$ cat src/rtl/mix_round_engine_pkg.sv
// Shared types, defaults and the word-mixing function for mix_round_engine.
package mix_pkg;

  localparam int          DEF_WORD_W    = 32;
  localparam int          DEF_NUM_WORDS = 20;
  localparam int unsigned MAX_WORD_W    = 64;

  typedef enum logic [1:0] {
    IDLE,
    BUSY,
    DONE
  } state_t;

  // Words of up to MAX_WORD_W bits travel zero-extended in a 64-bit container.
  function automatic logic [MAX_WORD_W-1:0] mix(input logic [MAX_WORD_W-1:0] w,
                                                input int unsigned width,
                                                input int unsigned rot_a,
                                                input int unsigned rot_b,
                                                input int unsigned shr);
    logic [MAX_WORD_W-1:0] mask;
    logic [MAX_WORD_W-1:0] wm;
    logic [MAX_WORD_W-1:0] ra;
    logic [MAX_WORD_W-1:0] rb;
    mask = (width >= MAX_WORD_W) ? '1 : ((64'd1 << width) - 64'd1);
    wm   = w & mask;
    ra   = ((wm << rot_a) | (wm >> (width - rot_a))) & mask;
    rb   = ((wm << rot_b) | (wm >> (width - rot_b))) & mask;
    return (ra ^ rb ^ (wm >> shr)) & mask;
  endfunction

endpackage

$ cat src/rtl/mix_round_engine_if.sv
// Upstream/downstream valid-ready bundle for mix_round_engine.
interface mix_round_engine_if
  import mix_pkg::*;
#(
  parameter int S = DEF_WORD_W * DEF_NUM_WORDS
);
  logic         in_valid;
  logic         in_ready;
  logic [S-1:0] in_data;
  logic [7:0]   in_rounds;
  logic         out_valid;
  logic         out_ready;
  logic [S-1:0] out_data;

  modport master (
    output in_valid, in_data, in_rounds, out_ready,
    input  in_ready, out_valid, out_data
  );

  modport slave (
    input  in_valid, in_data, in_rounds, out_ready,
    output in_ready, out_valid, out_data
  );
endinterface

$ cat src/rtl/mix_round_engine_lane.sv
// One lane: mix(w) ^ neighbour, with the round constant folded in when rc_en is set.
module mix_lane
  import mix_pkg::*;
#(
  parameter int WORD_W = DEF_WORD_W,
  parameter int ROT_A  = 7,
  parameter int ROT_B  = 18,
  parameter int SHR    = 3
) (
  input  logic [WORD_W-1:0] w,
  input  logic [WORD_W-1:0] nb,
  input  logic [WORD_W-1:0] rc,
  input  logic              rc_en,
  output logic [WORD_W-1:0] y
);

  always_comb begin
    y = WORD_W'(mix(MAX_WORD_W'(w), WORD_W, ROT_A, ROT_B, SHR)) ^ nb ^ (rc_en ? rc : '0);
  end

endmodule

$ cat src/rtl/mix_round_engine.sv
// Iterative word-mixing engine: LANES words per cycle, runtime round count.
//   state | meaning
//   IDLE  | in_ready high, waiting for a state + round count
//   BUSY  | one chunk of LANES words updated per cycle
//   DONE  | out_valid high, result held until out_ready
module mix_round_engine
  import mix_pkg::*;
#(
  parameter int WORD_W    = DEF_WORD_W,
  parameter int NUM_WORDS = DEF_NUM_WORDS,
  parameter int LANES     = 4,
  parameter int ROT_A     = 7,
  parameter int ROT_B     = 18,
  parameter int SHR       = 3
) (
  input logic               clk,
  input logic               rst_n,
  mix_round_engine_if.slave bus
);

  localparam int S      = WORD_W * NUM_WORDS;
  localparam int CHUNKS = NUM_WORDS / LANES;
  localparam int KW     = (CHUNKS > 1) ? $clog2(CHUNKS) : 1;
  localparam logic [KW-1:0] K_LAST = KW'(CHUNKS - 1);

  state_t            state_q, state_d;
  logic [S-1:0]      data_q, data_d;
  logic [WORD_W-1:0] w0_save_q, w0_save_d;
  logic [7:0]        rounds_q, rounds_d;
  logic [7:0]        r_q, r_d;
  logic [KW-1:0]     k_q, k_d;

  logic [WORD_W-1:0] rc;
  logic [WORD_W-1:0] lane_w  [LANES];
  logic [WORD_W-1:0] lane_nb [LANES];
  logic [WORD_W-1:0] lane_y  [LANES];
  logic [LANES-1:0]  lane_rc_en;

  assign rc           = WORD_W'({1'b0, r_q} + 9'd1);
  assign bus.out_data = data_q;

  // Word 0 is already overwritten when the last chunk needs it, so use the saved copy.
  always_comb begin
    int idx;
    idx = 0;
    for (int j = 0; j < LANES; j++) begin
      idx           = int'(k_q) * LANES + j;
      lane_w[j]     = data_q[idx*WORD_W +: WORD_W];
      lane_rc_en[j] = (idx == 0);
      if (idx == NUM_WORDS - 1) begin
        lane_nb[j] = (CHUNKS == 1) ? data_q[WORD_W-1:0] : w0_save_q;
      end else begin
        lane_nb[j] = data_q[(idx+1)*WORD_W +: WORD_W];
      end
    end
  end

  for (genvar j = 0; j < LANES; j++) begin : g_lane
    mix_lane #(
      .WORD_W (WORD_W),
      .ROT_A  (ROT_A),
      .ROT_B  (ROT_B),
      .SHR    (SHR)
    ) u_lane (
      .w     (lane_w[j]),
      .nb    (lane_nb[j]),
      .rc    (rc),
      .rc_en (lane_rc_en[j]),
      .y     (lane_y[j])
    );
  end

  always_comb begin
    int base;
    state_d       = state_q;
    data_d        = data_q;
    w0_save_d     = w0_save_q;
    rounds_d      = rounds_q;
    r_d           = r_q;
    k_d           = k_q;
    bus.in_ready  = 1'b0;
    bus.out_valid = 1'b0;
    base          = int'(k_q) * LANES;

    unique case (state_q)
      IDLE: begin
        bus.in_ready = 1'b1;
        if (bus.in_valid) begin
          data_d   = bus.in_data;
          rounds_d = bus.in_rounds;
          r_d      = '0;
          k_d      = '0;
          state_d  = (bus.in_rounds == 8'd0) ? DONE : BUSY;
        end
      end
      BUSY: begin
        for (int j = 0; j < LANES; j++) begin
          data_d[(base+j)*WORD_W +: WORD_W] = lane_y[j];
        end
        if (k_q == '0) begin
          w0_save_d = data_q[WORD_W-1:0];
        end
        if (k_q == K_LAST) begin
          k_d = '0;
          r_d = r_q + 8'd1;
          if (r_q == rounds_q - 8'd1) begin
            state_d = DONE;
          end
        end else begin
          k_d = k_q + KW'(1);
        end
      end
      DONE: begin
        bus.out_valid = 1'b1;
        if (bus.out_ready) begin
          state_d = IDLE;
        end
      end
      default: state_d = IDLE;
    endcase
  end

  always_ff @(posedge clk or negedge rst_n) begin
    if (!rst_n) begin
      state_q   <= IDLE;
      data_q    <= '0;
      w0_save_q <= '0;
      rounds_q  <= '0;
      r_q       <= '0;
      k_q       <= '0;
    end else begin
      state_q   <= state_d;
      data_q    <= data_d;
      w0_save_q <= w0_save_d;
      rounds_q  <= rounds_d;
      r_q       <= r_d;
      k_q       <= k_d;
    end
  end

endmodule

$ cat src/flat_wrapper.sv
// flat-port wrapper written by rule: the top's interface ports become plain ports
module mix_round_engine_flat import mix_pkg::*;
#(
  parameter int WORD_W    = DEF_WORD_W,
  parameter int NUM_WORDS = DEF_NUM_WORDS,
  parameter int LANES     = 4,
  parameter int ROT_A     = 7,
  parameter int ROT_B     = 18,
  parameter int SHR       = 3
)
  (clk, rst_n, bus_in_valid, bus_in_data, bus_in_rounds, bus_out_ready, bus_in_ready, bus_out_valid, bus_out_data);
  mix_round_engine_if #(.S((640))) bus_i ();
  input logic clk;
  input logic rst_n;
  input wire logic [$bits(bus_i.in_valid)-1:0] bus_in_valid;
  input wire logic [$bits(bus_i.in_data)-1:0] bus_in_data;
  input wire logic [$bits(bus_i.in_rounds)-1:0] bus_in_rounds;
  input wire logic [$bits(bus_i.out_ready)-1:0] bus_out_ready;
  output wire logic [$bits(bus_i.in_ready)-1:0] bus_in_ready;
  output wire logic [$bits(bus_i.out_valid)-1:0] bus_out_valid;
  output wire logic [$bits(bus_i.out_data)-1:0] bus_out_data;
  assign bus_i.in_valid = bus_in_valid;
  assign bus_i.in_data = bus_in_data;
  assign bus_i.in_rounds = bus_in_rounds;
  assign bus_i.out_ready = bus_out_ready;
  assign bus_in_ready = bus_i.in_ready;
  assign bus_out_valid = bus_i.out_valid;
  assign bus_out_data = bus_i.out_data;
  mix_round_engine #(.WORD_W(WORD_W), .NUM_WORDS(NUM_WORDS), .LANES(LANES), .ROT_A(ROT_A), .ROT_B(ROT_B), .SHR(SHR)) u_core (.clk(clk), .rst_n(rst_n), .bus(bus_i));
endmodule
$ cat config.mk
export PLATFORM = sky130hd
export DESIGN_NAME = mix_round_engine_flat
export DESIGN_NICKNAME = d
export VERILOG_FILES = /design/src/rtl/mix_round_engine_pkg.sv /design/src/rtl/mix_round_engine_if.sv /design/src/rtl/mix_round_engine_lane.sv /design/src/rtl/mix_round_engine.sv /design/src/flat_wrapper.sv
export SDC_FILE = /design/constraint.sdc
export NUM_CORES = 2
export LEC_CHECK = 0
export BUFFER_PORTS_ARGS = -buffer_cell sky130_fd_sc_hd__buf_2
export CELL_PAD_IN_SITES_DETAIL_PLACEMENT = 0
export CELL_PAD_IN_SITES_GLOBAL_PLACEMENT = 1
export CORE_AREA = 5 5 505 507
export CTS_CLUSTER_SIZE = 24
export DETAILED_ROUTE_END_ITERATION = 10
export DIE_AREA = 0 0 510 512
export PLACE_DENSITY_LB_ADDON = 0.1
export SLEW_MARGIN = 10
export SYNTH_ARGS = -nofsm -noshare
export SYNTH_HDL_FRONTEND = slang
export SYNTH_SLANG_ARGS = --single-unit
$ cat constraint.sdc
create_clock -name clk -period 5.1 [get_ports clk]
set_clock_uncertainty 0.15 [all_clocks]
set_input_delay 1.02 -clock clk [delete_from_list [all_inputs] [get_ports clk]]
set_output_delay 1.02 -clock clk [all_outputs]
set_load 0.03 [all_outputs]
Yosys cells after proc, flatten, opt, wreduce, memory -nomap -nowiden --
Cells that the tools add are included.
Storage, ports and cells: register bits 693, output and inout bits 642
Cells by class: add/subtract/negate cells 14, eq/ne operators 11, shift-type cells 15, mux-type cells 27, bitwise operators 24, reduce and logical (&&, ||, !) cells 13
Operator list (count):
- bitwise mux 640 bit | 4
- variable shift 32 x 33 -> 640 bit, first input constant | 4
- variable part select 32 x 33 -> 640 bit | 4
- variable part select 640 x 12 -> 32 bit | 3
- variable part select 640 x 32 -> 32 bit | 3
- one-hot mux 640 bit (2 select lines) | 1
- 2-to-1 mux 640 bit | 1
- variable part select 640 x 11 -> 32 bit | 1
- bitwise XOR 32 bit | 12
- 2-to-1 mux 32 bit | 7
- logical NOT 32 bit | 4
- OR 32 x 18 -> 32 bit | 4
- OR 32 x 7 -> 32 bit | 4
- bitwise XOR 32 x 29 -> 32 bit | 4
- negator 32 -> 33 bit | 3
- == test 32 x 6 -> 1 bit, second input constant | 3
- adder 27 x 2 -> 27 bit, second input constant | 3
- negator 10 -> 33 bit | 1
- 2-to-1 mux 8 bit | 2
- one-hot mux 8 bit (2 select lines) | 1
- adder 5 x 2 -> 6 bit, second input constant | 2
- 2-to-1 mux 2 bit | 5
- adder 8 x 1 -> 9 bit, second input constant | 1
- adder 8 x 1 -> 8 bit, second input constant | 1
- other kinds (20) | 26

Logic depth before layout (Yosys ltp) --
word-level depth 12, mapped depth 17

Modules after synthesis --
Synthesis repeated with hierarchy kept, for this count alone.
Unflattened totals: cells, all modules 4123, area, all modules 41564.9 µm²
Modules (own cells, without submodules):
- mix_round_engine | instances 1, cells each 3663, area each 36294.8 µm², seq. area each 17341.6 µm²
- mix_lane | instances 4, cells each 115, area each 1317.5 µm², seq. area each 0.0 µm²

Worst setup path before layout --
No wires, ideal clock.
kind register -> register, start reg u_core.k_q[2], end reg u_core.data_q[119], in the netlist u_core.bus.out_data[119], setup time 0.133 ns, arrival 3.233 ns, required time 4.817 ns, setup slack 1.585 ns, stages on the path, launching flop included 18, period minus slack after synthesis 3.515 ns, cells stage by stage dfrtp_1 buf_6 buf_6 inv_4 buf_2 buf_2 buf_1 ha_1 clkbuf_1 nor2_1 o21ai_1 nor3_1 buf_2 buf_2 a222oi_1 xnor2_1 xnor2_2 o22ai_1
On the way: longest elaborated chain between the ends 12
Ends and longest elaborated chain:
- from (decl) | RTL line mix_round_engine.sv:31 | logic [KW-1:0] k_q, k_d;
- from (signal assigned) | RTL line mix_round_engine.sv:137 | k_q <= k_d;
- parallel branches: the longest is 10 deep, another holds adder 27 x 2 -> 27 bit
- bitwise mux 640 bit * | RTL line mix_round_engine.sv:98 | data_d[(base+j)*WORD_W +: WORD_W] = lane_y[j];
- one-hot mux 640 bit (2 select lines) * | RTL line mix_round_engine.sv:85 | unique case (state_q)
- to (signal assigned) | RTL line mix_round_engine.sv:133 | data_q <= data_d;
- to (decl) | RTL line mix_round_engine.sv:27 | logic [S-1:0] data_q, data_d;
Mark *: on every way between the ends. A chain may end at the register's enable or synchronous reset.

Final worst setup path --
start reg u_core.k_q[1], end reg u_core.data_q[119], in the netlist u_core.bus.out_data[119]
Same word-level chain as after synthesis.

==> results.py <==
metrics = {
    "worst_setup_path": {
        "crit_path_start_kind": "flop",
        "cp_max_fo": 18,
        "arrival_ns": 5.23,
        "required_ns": 5.55,
        "worst-setup-path-type": "reg -> reg",
        "worstSetupEndpointType": "flop",
    },
    "timing": {
        "hold_viol": 0,
        "fmax_mhz": 209,
        "maxSlewHeadroom_pct": 16.5,
        "timing.final.crit_share_pct": 93.6,
        "worst_pin_slew_ns": 1.25,
        "fin_crit_ns": 4.77,
        "setup_viol": 0,
        "rsz0062_at_grt": "false",
        "tns_ns": 0,
        "maxSlewViolCount": 0,
    },
    "pwr": {
        "p_comb_share_pct": 3.6,
        "p_int_mw": 9.93,
        "irDropWorstVdd_mv": 0.222,
        "power_mw": 13.3,
        "seqPwrFrac_pct": 41.3,
        "p_per_area_nw_per_um2": 244,
        "power.share.clock_pct": 55.2,
        "switching_power_mw": 3.39,
        "switching_share_pct": 25.5,
        "p_leak_nw": 23.7,
    },
    "layout": {
        "ff_latch_area_um2": 17400,
        "multi_input_area_um2": 21000,
        "areaGrowthSynthToFinish_pct": 36.8,
        "fin_area_um2": 54500,
        "fillers": 28000,
        "layout-drive-gt1-share_pct": 35.3,
        "num-nets-final": 6055,
    },
    "logic_synthesis": {
        "synth_cells": 4183,
        "synth_top_area_share_pct": 43.5,
        "yosysUniqueCellTypes": 59,
        "synth_area_leaders": "dfrtp_1, o22ai_1, a21oi_1",
        "avgSynthCellArea_um2": 9.53,
        "async_reset_ff_share_pct": 100,
        "yosysSeqAreaShare_pct": 43.5,
        "ys_ff_latch": 693,
        "syn_nets": 4844,
        "synth_edf_count": 0,
        "yosys.area.top_type": "dfrtp_1",
        "syn_area_um2": 39900,
        "synth_ff_type": "dfrtp_1",
        "ys_warn_count": 0,
    },
    "cts": {
        "post-cts-setup-buffers": 0,
        "cts_root_buffer": "clkbuf_16",
        "numCtsBuffers": 98,
        "cts-resized-gates": 0,
        "holdBufCountCts": 0,
        "clk_latency_ns": 0.77,
        "cts_sinks": 693,
        "tritoncts": "built",
        "h-tree-depth": 3,
        "cts_buffer_depth": 3,
        "clkTransAtPathRegs_ns": 0.06,
    },
    "floorplanning": {
        "core-area_um2": 250000,
        "fp.dieH_um": 512,
        "ios": 1294,
        "fp.dieW_um": 510,
        "fp.dieArea_um2": 261000,
        "core.rowCount": 184,
        "start_util_pct": 15.9,
    },
    "detailed_routing": {
        "avgRoutedWirePerCell_um": 39.1,
        "route.detailed.drc": 0,
        "drtIter0Drc": 3705,
        "wl_um": 346000,
        "firstDrtPassIters": 8,
        "viasPerCell": 4.80,
        "drtAntennaViolNets": 0,
        "dr_total_vias": 42500,
    },
    "placement": {
        "hpwl_um": 267000,
        "place_congestion": 0.864,
        "post_dp_cell_area_um2": 51100,
        "io_buffers": 1293,
    },
    "global_routing": {
        "grt_max_degree": 180,
        "first_global_vias": 44000,
        "antenna_found_initial": 120,
        "grt_first_pass_wirelength_um": 451000,
        "grt.total_usage_pct": 25.4,
        "grt-ovfl-total": 0,
    },
    "worst_hold_path": {
        "hp-class": "in -> async",
    },
    "flow_run": {
        "drv_cap": 0,
    },
    "outcome": {
        "outcome": "finished, final reports clean",
    },
}
worst max-delay path: stages, from the launching register on:
cell and delay (ns):
dfrtp_4 0.66, inv_2 0.07, ha_2 0.66, buf_4 0.39
mux4_2 0.43, a222oi_1 1.07, buf_4 0.26, xnor2_1 0.11
xnor2_2 0.59, o22ai_1 0.18
synth_stat cells (all sizes together), types with 10 or more instances:
| master | number |
|---|---|
| a211oi | 119 |
| xor2 | 59 |
| o21ai | 29 |
| nor2 | 570 |
| mux2 | 62 |
| nor2b | 11 |
| a21oi | 751 |
| nor3 | 17 |
| o32ai | 10 |
| mux4 | 87 |
| dfrtp | 693 |
| and3 | 60 |
| nand2 | 62 |
| xnor2 | 338 |
| a22oi | 49 |
| clkbuf | 304 |
| mux2i | 110 |
| buf | 100 |
| a222oi | 29 |
| nand3 | 15 |
| o22ai | 634 |
power groups by stage:
stage          combinational (mW)  clock (mW)  sequential [mW]
2_1_floorplan             0.00562           0             5.60
3_3_place_gp                0.487           0             5.60
3_5_place_dp                0.486           0             5.60
4_1_cts                     0.488        7.56             5.50
5_1_grt                     0.517        7.71             5.50
6_report                    0.476        7.35             5.50
routing by layer:
layer  up-vias  track usage, %  part of all wire (%)
met5         -               0                  0.18
met4       102            6.00                   2.5
met3       385            5.82                   6.5
met2      1735            43.5                    49
met1     22300            32.3                    42
li1      18000               -                     -
sequential cells by signal, summed over array words and instances, names as in the netlist:
name,cells
u_core.state_q,2
u_core.w0_save_q,32
u_core.r_q,8
u_core.rounds_q,8
u_core.bus.out_data,640
u_core.k_q,3
path summary, 6_finish.rpt:
check,startpoint,end,slack (ns),cells past startpoint
worst max-delay path,u_core.k_q[1],u_core.bus.out_data[119],0.33,9
worst min-delay path,rst_n,u_core.bus.out_data[526],0.13,1
worst max register to register,u_core.k_q[1],u_core.bus.out_data[119],0.33,9
worst min register to register,u_core.w0_save_q[5],u_core.w0_save_q[5],0.36,1
max in group asynchronous,rst_n,u_core.bus.out_data[82],3.34,2
min in group clk,bus_in_rounds[3],u_core.rounds_q[3],0.34,3
per-stage QoR:
| stage | setup slack, ns | hold WS (ns) | std cells | utilization (%) |
|---|---|---|---|---|
| 4_1_cts | 0.350 | 0.109 | 8823 | 21.8 |
| 5_1_grt | 0.385 | 0.149 | 8838 | 21.8 |
| 6_report | 0.326 | 0.129 | 8861 | 21.8 |
| 3_3_place_gp | 0.377 | 0.337 | 8642 | 20.5 |
| 3_5_place_dp | 0.371 | 0.345 | 8642 | 20.5 |
| 2_1_floorplan | 1.58 | 0.315 | 4183 | - |
kinds of logic (layout without fill, tap and decap cells):
kind of cell | after synthesis | after routing | synth area share (%)
and+or+nand+nor | 770 | 770 | 8.13
AOI/OAI and AO/OA | 1642 | 1642 | 24.6
adders and majority gates | 9 | 9 | 0.282
DFF | 693 | 693 | 43.5
other | 0 | 38 | 0
xor gates and xnor gates | 397 | 397 | 9.44
buffers and inverters | 413 | 1705 | 4.68
muxes | 259 | 259 | 9.43
layout by cell type, fill, tap and decap left out, types with 5 or more instances in the layout:
cell	netlist	layout
o22ai_2	12	25
clkbuf_8	0	24
nor3_1	13	11
nor2b_1	11	11
diode_2	0	38
mux2_2	62	62
xnor2_2	29	30
clkbuf_16	0	99
nor2_1	570	567
clkinv_2	0	14
clkbuf_1	304	28
xor2_1	50	50
o22ai_1	622	609
mux4_2	87	87
nand3b_1	6	6
nand2_1	62	57
nand3_1	15	13
nand2b_1	6	5
buf_12	0	34
mux2i_1	110	110
inv_1	7	6
xor2_2	9	9
dfrtp_1	693	690
bufinv_16	0	6
buf_2	51	1292
a22oi_1	47	47
ha_1	9	7
o32ai_2	4	6
a21oi_1	751	747
o21ai_0	27	27
and3_1	60	60
a222oi_1	29	29
buf_4	13	188
a211oi_1	119	119
xnor2_1	309	308
cell type report:
cell class | instances | share of cell area (%)
inverter | 9 | 0.0665
sequential | 693 | 31.8
tap | 3348 | 7.68
clock buffer | 151 | 5.34
timing repair buffer | 1515 | 15.7
multi-input combinational | 3077 | 38.5
clock inverter | 30 | 0.739
antenna | 38 | 0.174
Power figures use the tool's default switching activity.
